### config.mk
export PLATFORM = sky130hd
export DESIGN_NAME = uart_tx
export DESIGN_NICKNAME = d
export VERILOG_FILES = /design/src/rtl/uart_tx.sv
export SDC_FILE = /design/constraint.sdc
export NUM_CORES = 1
export LEC_CHECK = 0
export ABC_CLOCK_PERIOD_IN_PS = 5480
export CAP_MARGIN = 20
export CORE_UTILIZATION = 55
export DETAILED_ROUTE_END_ITERATION = 7
export PLACE_DENSITY = 0.73
export RECOVER_POWER = 25
export SLEW_MARGIN = 20
export SYNTH_ARGS = -nofsm -noshare
export SYNTH_HDL_FRONTEND = slang
export SYNTH_SLANG_ARGS = --single-unit
### constraint.sdc
create_clock -name i_clk -period 5.48 [get_ports i_clk]
set_clock_uncertainty 0.2 [all_clocks]
set_input_delay 1.644 -clock i_clk [delete_from_list [all_inputs] [get_ports i_clk]]
set_output_delay 1.644 -clock i_clk [all_outputs]
set_load 0.05 [all_outputs]
### src/rtl/uart_tx.sv
// uart_tx: FIFO-buffered 8N1 UART transmitter with optional even parity bit
//
// Parameters:
//   CLKS_PER_BIT  clock cycles per serial bit (2..65535)
//   FIFO_DEPTH    transmit FIFO entries (power of two, 2..64)
// Ports:
//   i_clk         sole clock, rising edge
//   i_rst         synchronous active-high reset; aborts any frame and empties the FIFO
//   i_uart_valid  byte offered by the core this cycle
//   i_uart_data   byte offered by the core
//   o_uart_ready  FIFO has room; a byte is accepted when valid and ready are both high
//   o_uart_tx     registered serial line, idle high
//   o_uart_busy   a frame is in flight or bytes are still queued
//   o_fifo_count  current FIFO occupancy
// Build option:
//   UART_TX_PARITY_EN  adds an even-parity bit between the data bits and the stop bit
module uart_tx #(
    parameter int CLKS_PER_BIT = 434,
    parameter int FIFO_DEPTH   = 8
) (
    input  logic                          i_clk,
    input  logic                          i_rst,
    input  logic                          i_uart_valid,
    input  logic [7:0]                    i_uart_data,
    output logic                          o_uart_ready,
    output logic                          o_uart_tx,
    output logic                          o_uart_busy,
    output logic [$clog2(FIFO_DEPTH):0]   o_fifo_count
);
    localparam int AW = $clog2(FIFO_DEPTH);
    localparam logic [15:0] BAUD_MAX = 16'(CLKS_PER_BIT - 1);
    localparam logic [AW:0] FULL = (AW + 1)'(FIFO_DEPTH);

    typedef enum logic [2:0] {
        IDLE,
        START,
        DATA,
`ifdef UART_TX_PARITY_EN
        PARITY,
`endif
        STOP
    } state_t;

    logic [7:0]    mem_q [FIFO_DEPTH];
    logic [AW-1:0] wr_q, rd_q;
    logic [AW:0]   count_q, count_d;
    state_t        state_q, state_d;
    logic [15:0]   baud_q, baud_d;
    logic [2:0]    bit_q, bit_d;
    logic [7:0]    shift_q, shift_d;
    logic          tx_q, tx_d;
    logic          push, pop, tick, empty;
`ifdef UART_TX_PARITY_EN
    logic          par_q, par_d;
`endif

    assign o_uart_ready = count_q != FULL;
    assign push         = i_uart_valid && o_uart_ready;
    assign empty        = count_q == '0;
    assign tick         = baud_q == '0;
    assign count_d      = count_q + (AW + 1)'(push) - (AW + 1)'(pop);
    assign o_uart_tx    = tx_q;
    assign o_uart_busy  = state_q != IDLE || !empty;
    assign o_fifo_count = count_q;

    always_comb begin
        state_d = state_q;
        baud_d  = tick ? BAUD_MAX : baud_q - 16'd1;
        bit_d   = bit_q;
        shift_d = shift_q;
        tx_d    = tx_q;
        pop     = 1'b0;
        case (state_q)
            IDLE: begin
                baud_d = empty ? 16'd0 : BAUD_MAX;
                if (!empty) begin
                    pop     = 1'b1;
                    state_d = START;
                    tx_d    = 1'b0;
                end
            end
            START: if (tick) begin
                state_d = DATA;
                bit_d   = 3'd0;
                tx_d    = shift_q[0];
                shift_d = {1'b0, shift_q[7:1]};
            end
            DATA: if (tick) begin
                if (bit_q == 3'd7) begin
`ifdef UART_TX_PARITY_EN
                    state_d = PARITY;
                    tx_d    = par_q;
`else
                    state_d = STOP;
                    tx_d    = 1'b1;
`endif
                end else begin
                    bit_d   = bit_q + 3'd1;
                    tx_d    = shift_q[0];
                    shift_d = {1'b0, shift_q[7:1]};
                end
            end
`ifdef UART_TX_PARITY_EN
            PARITY: if (tick) begin
                state_d = STOP;
                tx_d    = 1'b1;
            end
`endif
            STOP: if (tick) begin
                // Chain straight into the next start bit when more bytes are queued.
                pop     = !empty;
                state_d = empty ? IDLE : START;
                tx_d    = !empty ? 1'b0 : 1'b1;
                baud_d  = empty ? 16'd0 : BAUD_MAX;
            end
            default: begin
                state_d = IDLE;
                tx_d    = 1'b1;
                baud_d  = 16'd0;
            end
        endcase
        shift_d = pop ? mem_q[rd_q] : shift_d;
    end

`ifdef UART_TX_PARITY_EN
    assign par_d = pop ? ^mem_q[rd_q] : par_q;
`endif

    always_ff @(posedge i_clk) begin
        if (push) mem_q[wr_q] <= i_uart_data;
    end

    always_ff @(posedge i_clk) begin
        if (i_rst) begin
            wr_q    <= '0;
            rd_q    <= '0;
            count_q <= '0;
            state_q <= IDLE;
            baud_q  <= '0;
            bit_q   <= '0;
            shift_q <= '0;
            tx_q    <= 1'b1;
`ifdef UART_TX_PARITY_EN
            par_q   <= 1'b0;
`endif
        end else begin
            wr_q    <= push ? wr_q + AW'(1) : wr_q;
            rd_q    <= pop ? rd_q + AW'(1) : rd_q;
            count_q <= count_d;
            state_q <= state_d;
            baud_q  <= baud_d;
            bit_q   <= bit_d;
            shift_q <= shift_d;
            tx_q    <= tx_d;
`ifdef UART_TX_PARITY_EN
            par_q   <= par_d;
`endif
        end
    end
endmodule

# After elaboration in Yosys (flattened, before gate mapping)
# Memory sizes are Yosys's and may differ from the RTL's. A register that Yosys moved wholly into a read port is not among the register bits.
# Index checks and enable logic that the tools add are counted.
# word_totals
ff_bits,41
ram_bits,64
inputBits,11
output_inout_bits,7
elab_cells,77
n_memories,1
# memory_table
memory,depth,word_bits,rd,rd_clocked_by_memory_dff,wr,line,source
mem_q,8,8,1,1,1,44,logic [7:0] mem_q [FIFO_DEPTH];
# classes
addsub,6
n_eq_ne,14
muxes,34
reduce_logical,14
# op_table
op,n
$pmux W16 S3,1
$mux W16,2
$mux W8,4
$mux W3,10
$logic_not A16 Y1,1
$pmux W8 S2,1
$sub A16 B1 Y16 const B,1
$ne A2 B2 Y1 const B,6
$pmux W3 S4,1
$reduce_and A4 Y1,3
$mux W1,11
$add A3 B1 Y3 const B,3
$mux W9,1
$ne A3 B3 Y1 const B,3
$eq A3 B2 Y1 const B,2
$pmux W3 S2,1
$reduce_bool A3 Y1,2
$reduce_and A5 Y1,1
$add A4 B1 Y4,1
$logic_not A4 Y1,1
$ne A4 B4 Y1 const B,1
$pmux W1 S4,1
$sub A4 B1 Y4,1
$eq A3 B1 Y1 const B,1
8 further kinds,8

# Longest topological paths before layout
# Gate-level depths: netlist of the first run.
# logic_depth
word_depth,6
depth_mapped,15

# Worst setup path after synthesis of the first run
# Ideal clock, no wire load.
# synth_path
path_kind,register -> output
start,reg count_q[2] (netlist: o_fifo_count[2])
end,out o_uart_busy
t_arrival_ps,1646
required_time_ps,3636
setup_slack_ps,1990
stages_incl_launch_ff,5
path_cell_list,dfxtp_1 inv_1 ha_1 nor3b_1 nand2_1
# synth_between
elab_chain_cells,3
# synth_rtl
element,line,source
start: declaration,46,"logic [AW:0] count_q, count_d;"
start signal: assignment,149,count_q <= count_d;
$logic_not A4 Y1,59,assign empty = count_q == '0;
$logic_not A1 Y1,n/a,
$logic_or A1 B1 Y1,63,assign o_uart_busy = state_q != IDLE || !empty;
end: declaration,27,"output logic o_uart_busy,"
# No other way between the ends.

# Worst setup path in the final report of the first run
# Ends and elaborated chain as after synthesis.

==> results of run 1 <==
final cells by class:
cell class                      instances  area (µm²)
Fill cell                             587        2864
Clock buffer                            9       123.9
Timing Repair Buffer                   19       185.2
Clock inverter                          7       76.32
Sequential cell                       107        2784
Multi-Input combinational cell        216        1674
Tap cell                              102       127.6
Inverter                               14       52.55
per-layer routing:
metal	vias to the layer above	part of all wire, %	global-route usage [%]
met5	-	0	0
met3	7	4.7	5.447
li1	1320	-	-
met2	63	47	31.00
met1	1320	46	28.29
met4	0	1.4	6.026
placed cells by master (no fill, tap or decap), drive strengths merged, types with 2 or more instances in the layout:
cell            n
or3             2
nor2b           9
nor3            9
nor4b           2
o21ai           8
clkinv          2
edfxtp         64
nand2b          2
clkdlybuf4s50  10
mux2i           2
and2            3
mux4           16
nor4            3
or2             2
nand3           7
a21oi          25
dlygate4sd3     7
a211oi          7
nand4           2
ha             17
buf             2
xnor2           6
nand2          33
clkbuf          9
or4             2
a311oi          8
dfxtp          43
nor3b           3
nor2           28
xor2            9
o211ai          2
inv            19
registers in the layout, indices dropped and copies added (netlist names), named ones only:
register      flops
o_uart_tx         1
shift_q           8
o_fifo_count      4
baud_q           16
rd_q              3
bit_q             3
state_q           2
wr_q              3
mem_q            64
where the power goes:
group	switching (W)	total, W	leakage, nW	internal [W]
registers	0.000137	0.00111	0.933	0.000975
logic	0.000634	0.00110	0.712	0.000470
clock network	0.000296	0.000479	0.103	0.000183
total	0.00107	0.00270	1.75	0.00163
worst max-delay path: stages (launching register included):
cell and delay, ns:
dfxtp_1 0.33, inv_1 0.09, ha_1 0.16, nor3b_1 0.55
nand2_1 0.20, clkdlybuf4s50_1 0.74
cell families (layout without fill, tap and decap cells):
group                      count (synthesis)  count (layout)
adders and majority gates                 18              18
DFF                                      107             107
buffers and inverters                     29              49
AOI/OAI and AO/OA                         56              56
xor gates and xnor gates                  15              15
and+or+nand+nor                          109             109
muxes                                     18              18
path summary, 6_finish.rpt:
path                        start  cells after the start               to  slack, ns
setup reg to reg  o_fifo_count[2]                     12  o_fifo_count[2]       1.85
hold / removal           bit_q[1]                      2         bit_q[1]       0.27
setup / recovery  o_fifo_count[2]                      5      o_uart_busy       1.19
hold reg to reg          bit_q[1]                      2         bit_q[1]       0.27
stage by stage:
step	std cells	cell area (µm²)	util (%)	worst slack (ns)
after floorplan	352	4589	-	1.990
after global placement	458	4817	61.07	1.659
after detailed placement	458	4817	61.07	1.597
after CTS	474	5017	63.61	1.182
after global routing	474	5024	63.69	0.9937
final	474	5024	63.69	1.195
==> impl_metrics.env, run 1 <==
export IMPL_die_h_um=93.35
export IMPL_layout_min_cycle_time_ns=4.285
export IMPL_grt_pass1_wl_mm=13.14
export IMPL_syn_inst=352
export IMPL_synth_main_ff_cell="edfxtp_1"
export IMPL_antenna_cells=0
export IMPL_cts_sinks=107
export IMPL_synthTopCellsByArea="edfxtp_1 42%, dfxtp_1 19%, mux4_2 7.9%"
export IMPL_insertion_delay_ns=0.37
export IMPL_synth_xor_area_share_pct=2.863
export IMPL_worst_slew_pin_slew_ns=0.9887
export IMPL_synthSimpleGateAreaFrac_pct=12.43
export IMPL_synth_top_family_by_area="simple AND/OR/NAND/NOR gates"
export IMPL_worst_path_max_fanout=6
export IMPL_start_util_pct=58.19
export IMPL_final_nets=396
export IMPL_area_growth_pct=9.460
export IMPL_critPathArrivalTime_ns=2.44
export IMPL_setup_viol=0
export IMPL_die_w_um=93.35
export IMPL_fp_row_count=32
export IMPL_synthDistinctLibCells=49
export IMPL_overflow=0
export IMPL_rsz0062_at_grt="false"
export IMPL_hold_viol=0
export IMPL_io_buffers=17
export IMPL_post_dp_hpwl_mm=5.407
export IMPL_whs_ns=0.2691
export IMPL_synth_edf_count=64
export IMPL_cts_root_buf="clkbuf_8"
export IMPL_hold_class="reg2reg"
export IMPL_die_area_mm2=0.008713
export IMPL_seq_area_frac_synth_pct=60.63
export IMPL_synth_compound_area_share_pct=7.715
export IMPL_post_cts_setup_buffers=0
export IMPL_wl_mm=7.883
export IMPL_track_usage_pct=20.19
export IMPL_worst_setup_path_end_kind="primary output"
export IMPL_p_per_area_mw_per_mm2=536.5
export IMPL_critPathKind="reg2out"
export IMPL_power_w=0.002695
export IMPL_synth_commonest_cells="64 x edfxtp_1, 43 x dfxtp_1, 33 x nand2_1, 28 x nor2_1, 24 x a21oi_1"
export IMPL_fmax_ghz=0.2333
export IMPL_synthAdderAreaFrac_pct=5.071
export IMPL_yosysTopAreaCell="edfxtp_1"
export IMPL_grt_pass1_vias=2656
export IMPL_slew_violations=0
export IMPL_fin_setup_tns_ns=0
export IMPL_cts_htree_levels=3
export IMPL_synthMuxAreaShare_pct=8.288
export IMPL_required_ns=3.64
export IMPL_route_vias_total=2710
export IMPL_outcome="completed"
export IMPL_drive_above_1_share_pct=11.56
export IMPL_clk_pin_slew_ns=0.11
export IMPL_grt_max_degree=22
export IMPL_io_pins=18
export IMPL_detail_route_antenna_nets=0
export IMPL_via_per_inst=5.717
export IMPL_ctsResizeCount=0
export IMPL_cts_buffers_inserted=9
export IMPL_peakVddDrop_v=0.0003284
export IMPL_maxSlewHeadroom_pct=34.08
export IMPL_power_leakage_nw=1.748
export IMPL_synthDominantCellAreaShare_pct=41.88
export IMPL_start_kind="flip-flop"
export IMPL_wl_per_cell_um=16.63
export IMPL_gp_congestion=0.8258
export IMPL_max_clock_path_buffers=2
export IMPL_fin_crit_sh_pct=78.20
export IMPL_drc=0
export IMPL_maxCapViolations=0
export IMPL_drtIter0Drc=138
export IMPL_cts_tree="yes"
export IMPL_synthArstFlopShare_pct=0
export IMPL_core_area_mm2=0.007888
export IMPL_syn_avg_cell_area_um2=13.04
export IMPL_first_pass_iters=4
export IMPL_cts_hold_buf=0
export IMPL_grt_antenna_before_repair=0
export IMPL_synth_area_mm2=0.004589
export IMPL_yosysMostFrequentCell="edfxtp_1"
export IMPL_synth_seq_cells=107
export IMPL_yosys_warnings=0
export IMPL_synth_nets=381
Power figures use the tool's default switching activity.
==> run 2: changes to the inputs <==
Settings changed: ABC_CLOCK_PERIOD_IN_PS 5480 to 4500.
Clock period 5.48 ns to 4.5 ns, I/O delays scaled along.
==> run 2 against run 1 <==
  * Critical path depth unchanged
  * Via count up 2.7%
  * Die area is the same
  * Non-clock buffer count increased by 4
  * Combinational power up 25%
  * Sequential power grew 22%
  * Largest power group is now combinational logic
  * Highest routed layer unchanged
==> impl_metrics.env, run 2 (same netlist as run 1, synthesis figures left out) <==
export IMPL_outcome="completed"
export IMPL_layout_min_cycle_time_ns=3.969
export IMPL_critPathKind="reg2out"
export IMPL_worst_setup_path_end_kind="primary output"
export IMPL_power_leakage_nw=1.752
export IMPL_regMostFlops="mem_q"
export IMPL_io_buffers=17
export IMPL_wl_met3_um=230
export IMPL_cts_sinks=107
export IMPL_setup_viol=0
export IMPL_p_per_area_mw_per_mm2=649.5
export IMPL_start_util_pct=58.19
export IMPL_drtIter0Drc=146
export IMPL_track_usage_pct=20.38
export IMPL_grt_pass1_vias=2661
export IMPL_worst_path_max_fanout=6
export IMPL_wl_per_cell_um=16.72
export IMPL_slew_violations=0
export IMPL_drive_above_1_share_pct=11.70
export IMPL_clk_pin_slew_ns=0.10
export IMPL_crit_chain="inv_1 > ha_1 > nor3b_1 > nand2_1 > clkdlybuf4s50_1"
export IMPL_multi_input_area_mm2=0.001669
export IMPL_antenna_cells=0
export IMPL_fp_row_count=32
export IMPL_maxCapViolations=0
export IMPL_place_ws_ns=0.9434
export IMPL_max_stage_delay_ns=0.74
export IMPL_fin_crit_sh_pct=88.20
export IMPL_drc=0
export IMPL_hold_viol=0
export IMPL_area_growth_pct=9.624
export IMPL_first_pass_iters=4
export IMPL_layout_common_cells="64 x edfxtp_1, 43 x dfxtp_1, 33 x nand2_1"
export IMPL_largest_register_ffs=64
export IMPL_rsz0062_at_grt="false"
export IMPL_post_cts_setup_buffers=0
export IMPL_final_nets=400
export IMPL_path_buf_inv=2
export IMPL_grt_pass1_wl_mm=13.28
export IMPL_fin_setup_tns_ns=0
export IMPL_wl_met2_mm=3.791
export IMPL_route_vias_total=2783
export IMPL_layout_commonest_cell="edfxtp_1"
export IMPL_post_dp_hpwl_mm=5.418
export IMPL_path_delay_family="buffers and inverters"
export IMPL_grt_antenna_before_repair=0
export IMPL_maxSlewHeadroom_pct=35.30
export IMPL_cts_root_buf="clkbuf_8"
export IMPL_cts_buffers_inserted=9
export IMPL_seq_area_mm2=0.002783
export IMPL_worst_slew_pin_slew_ns=0.9692
export IMPL_hold_class="reg2reg"
export IMPL_ctsResizeCount=0
export IMPL_cts_tree="yes"
export IMPL_overflow=0
export IMPL_top_layer="met4"
export IMPL_detail_route_antenna_nets=0
export IMPL_die_h_um=93.35
export IMPL_die_w_um=93.35
export IMPL_met1_length_mm=3.852
export IMPL_gp_congestion=0.8567
export IMPL_required_ns=2.95
export IMPL_wl_mm=7.990
export IMPL_slowest_stage="clkdlybuf4s50_1"
export IMPL_peakVddDrop_v=0.0003969
export IMPL_nFillCells=589
export IMPL_reg_largest_list="mem_q (64), baud_q (16), shift_q (8)"
export IMPL_critPathArrivalTime_ns=2.42
export IMPL_fmax_ghz=0.2520
export IMPL_fin_ws_ns=0.5311
export IMPL_core_area_mm2=0.007888
export IMPL_die_area_mm2=0.008713
export IMPL_start_kind="flip-flop"
export IMPL_cts_hold_buf=0
export IMPL_via_per_inst=5.822
export IMPL_grt_max_degree=22
export IMPL_max_clock_path_buffers=2
export IMPL_io_pins=18
export IMPL_cts_htree_levels=3
export IMPL_insertion_delay_ns=0.37
-- run 2: layer usage --
layer  up-vias  track usage [%]
met4         0            7.949
met3         8            3.171
met1      1392            29.09
met5         -                0
met2        46            31.62
li1       1337                -
-- run 2: cell type report --
cell class	count	share of cell area, %
sequential	107	55.31
multi-input combinational	216	33.18
timing repair buffer	23	4.278
clock buffer	10	2.537
tap	102	2.537
clock inverter	6	1.119
inverter	14	1.045
-- run 2: stage by stage --
stage                     hold WS (ns)  cells  cell area [µm²]  power (W)  util (%)
after detailed placement        0.2523    462             4847   0.002732     61.45
after floorplan                 0.2356    352             4589   0.002455         -
after global placement          0.2440    462             4847   0.002701     61.45
after global routing            0.2846    478             5031   0.003502     63.78
final                           0.2635    478             5031   0.003268     63.78
after CTS                       0.2657    478             5031   0.003283     63.78
-- run 2: path summary, 6_finish.rpt --
check / startpoint / end / slack, ns / cells past startpoint
max: o_fifo_count[2] / o_uart_busy / 0.53 / 5
min: bit_q[1] / bit_q[1] / 0.26 / 2
max reg2reg: o_fifo_count[2] / o_fifo_count[2] / 1.33 / 13
min reg2reg: bit_q[1] / bit_q[1] / 0.26 / 2
-- run 2: worst min-delay path, stage by stage (launching register included) --
cell,delay [ns]
dfxtp_1,0.33
nand2_1,0.05
a21oi_1,0.05
-- run 2: report_power, final --
group          switching, W  internal [W]
sequential         0.000163       0.00119
clock              0.000339      0.000214
combinational      0.000779      0.000587
total               0.00128       0.00199
==> run 3: changes to the inputs <==
Settings changed: ABC_CLOCK_PERIOD_IN_PS 4500 to 4700, SLEW_MARGIN 20 to not set.
Clock period 4.5 ns to 4.7 ns, I/O delays scaled along.
==> run 3 against run 2 <==
  * Combinational power down 5%
  * Sequential power shrank 4%
  * Sequential share of layout area about the same
  * Setup slack better by 0.16 ns
  * Count of clock-buffer cells in the layout unchanged
  * Hold slack better by 0.015 ns
  * Largest cell class unchanged
==> impl_metrics.env, run 3 (same netlist as run 1, synthesis figures left out) <==
export IMPL_die_h_um=93.35
export IMPL_fin_ws_ns=0.6900
export IMPL_drtIter0Drc=144
export IMPL_grt_pass1_wl_mm=13.37
export IMPL_max_clock_path_buffers=2
export IMPL_fmax_ghz=0.2494
export IMPL_overflow=0
export IMPL_drive_above_1_share_pct=11.73
export IMPL_track_usage_pct=20.55
export IMPL_cp_startpoint="o_fifo_count[2]"
export IMPL_insertion_delay_ns=0.37
export IMPL_worst_setup_path_end_kind="primary output"
export IMPL_layout_commonest_cell="edfxtp_1"
export IMPL_hold_class="reg2reg"
export IMPL_cts_tree="yes"
export IMPL_cts_sinks=107
export IMPL_grt_max_degree=22
export IMPL_cts_root_buf="clkbuf_8"
export IMPL_rrSetupSlack_ns=1.59
export IMPL_rr_worst_depth=13
export IMPL_power_w=0.003136
export IMPL_fp_row_count=32
export IMPL_grt_pass1_vias=2726
export IMPL_cts_buffers_inserted=9
export IMPL_post_dp_hpwl_mm=5.456
export IMPL_maxSlewHeadroom_pct=38.93
export IMPL_die_area_mm2=0.008713
export IMPL_worstReg2RegStart="o_fifo_count[2]"
export IMPL_start_util_pct=58.19
export IMPL_required_ns=3.09
export IMPL_grt_antenna_before_repair=0
export IMPL_gp_congestion=0.8566
export IMPL_final_nets=399
export IMPL_cts_htree_levels=3
export IMPL_clk_pin_slew_ns=0.10
export IMPL_power_leakage_nw=1.756
export IMPL_rsz0062_at_grt="false"
export IMPL_cts_hold_buf=0
export IMPL_hold_viol=0
export IMPL_fin_crit_sh_pct=85.32
export IMPL_maxCapViolations=0
export IMPL_endpoint="o_uart_busy"
export IMPL_place_ws_ns=1.098
export IMPL_start_kind="flip-flop"
export IMPL_worst_slew_pin_slew_ns=0.9147
export IMPL_peakVddDrop_v=0.0003966
export IMPL_p_per_area_mw_per_mm2=623.2
export IMPL_wl_mm=7.936
export IMPL_die_w_um=93.35
export IMPL_layout_common_cells="64 x edfxtp_1, 43 x dfxtp_1, 33 x nand2_1"
export IMPL_route_vias_total=2725
export IMPL_via_per_inst=5.713
export IMPL_io_buffers=17
export IMPL_detail_route_antenna_nets=0
export IMPL_slew_violations=0
export IMPL_fin_setup_tns_ns=0
export IMPL_post_cts_setup_buffers=0
export IMPL_antenna_cells=0
export IMPL_critPathKind="reg2out"
export IMPL_first_pass_iters=4
export IMPL_regMostFlops="mem_q"
export IMPL_core_area_mm2=0.007888
export IMPL_reg_largest_list="mem_q (64), baud_q (16), shift_q (8)"
export IMPL_wl_per_cell_um=16.64
export IMPL_timing_rr_end="o_fifo_count[2]"
export IMPL_whs_ns=0.2786
export IMPL_layout_min_cycle_time_ns=4.010
export IMPL_area_growth_pct=9.651
export IMPL_ctsResizeCount=0
export IMPL_outcome="completed"
export IMPL_drc=0
export IMPL_worst_path_max_fanout=6
export IMPL_final_util_pct=63.80
export IMPL_nFillCells=582
export IMPL_critPathArrivalTime_ns=2.40
export IMPL_setup_viol=0
export IMPL_largest_register_ffs=64
export IMPL_io_pins=18
[run 3: changes by cell type in the layout (fill, tap and decap cells not counted), sizes merged]
cell,change
buf,-1
clkdlybuf4s50,-1
clkinv,+1
clkinvlp,-1
dlygate4sd3,+1
[run 3: final cells by class]
class,count,area [µm²],share of cell area (%)
Timing Repair Buffer,22,207.7,4.127
Clock inverter,6,55.05,1.094
Multi-Input combinational cell,216,1669,33.17
Sequential cell,107,2783,55.30
Tap cell,102,127.6,2.536
Clock buffer,10,137.6,2.735
Inverter,14,52.55,1.044
[run 3: worst min-delay path by stage]
stage                          start  cells past startpoint          to  slack (ns)
after floorplan             bit_q[1]                      2    bit_q[1]        0.24
after global placement      bit_q[2]                      2    bit_q[2]        0.24
after detailed placement  shift_q[7]                      2  shift_q[7]        0.26
after CTS                 shift_q[7]                      2  shift_q[7]        0.28
after global routing      shift_q[2]                      2  shift_q[1]        0.30
final                       bit_q[2]                      2    bit_q[2]        0.28
[run 3: routing by layer]
metal	track usage (%)	routed length (µm)	up-vias
met4	7.436	82	0
met2	31.43	3712	39
met5	0	0	-
met3	4.146	210	10
li1	-	-	1325
met1	29.33	3930	1351
[run 3: per-stage QoR]
step | instances | cell area [µm²]
after floorplan | 352 | 4589
after global placement | 461 | 4840
after detailed placement | 461 | 4840
after CTS | 477 | 5032
after global routing | 477 | 5032
final | 477 | 5032
[run 3: power breakdown]
part	internal (W)	total, W	switching [W]
registers	0.00114	0.00129	0.000155
logic	0.000562	0.00130	0.000736
clock network	0.000219	0.000547	0.000328
total	0.00192	0.00314	0.00122
[run 3: worst max-delay path, cell delays in order (launching register included)]
cell	delay (ns)
dfxtp_1	0.33
inv_1	0.10
ha_1	0.16
nor3b_1	0.53
nand2_1	0.19
clkdlybuf4s50_1	0.74
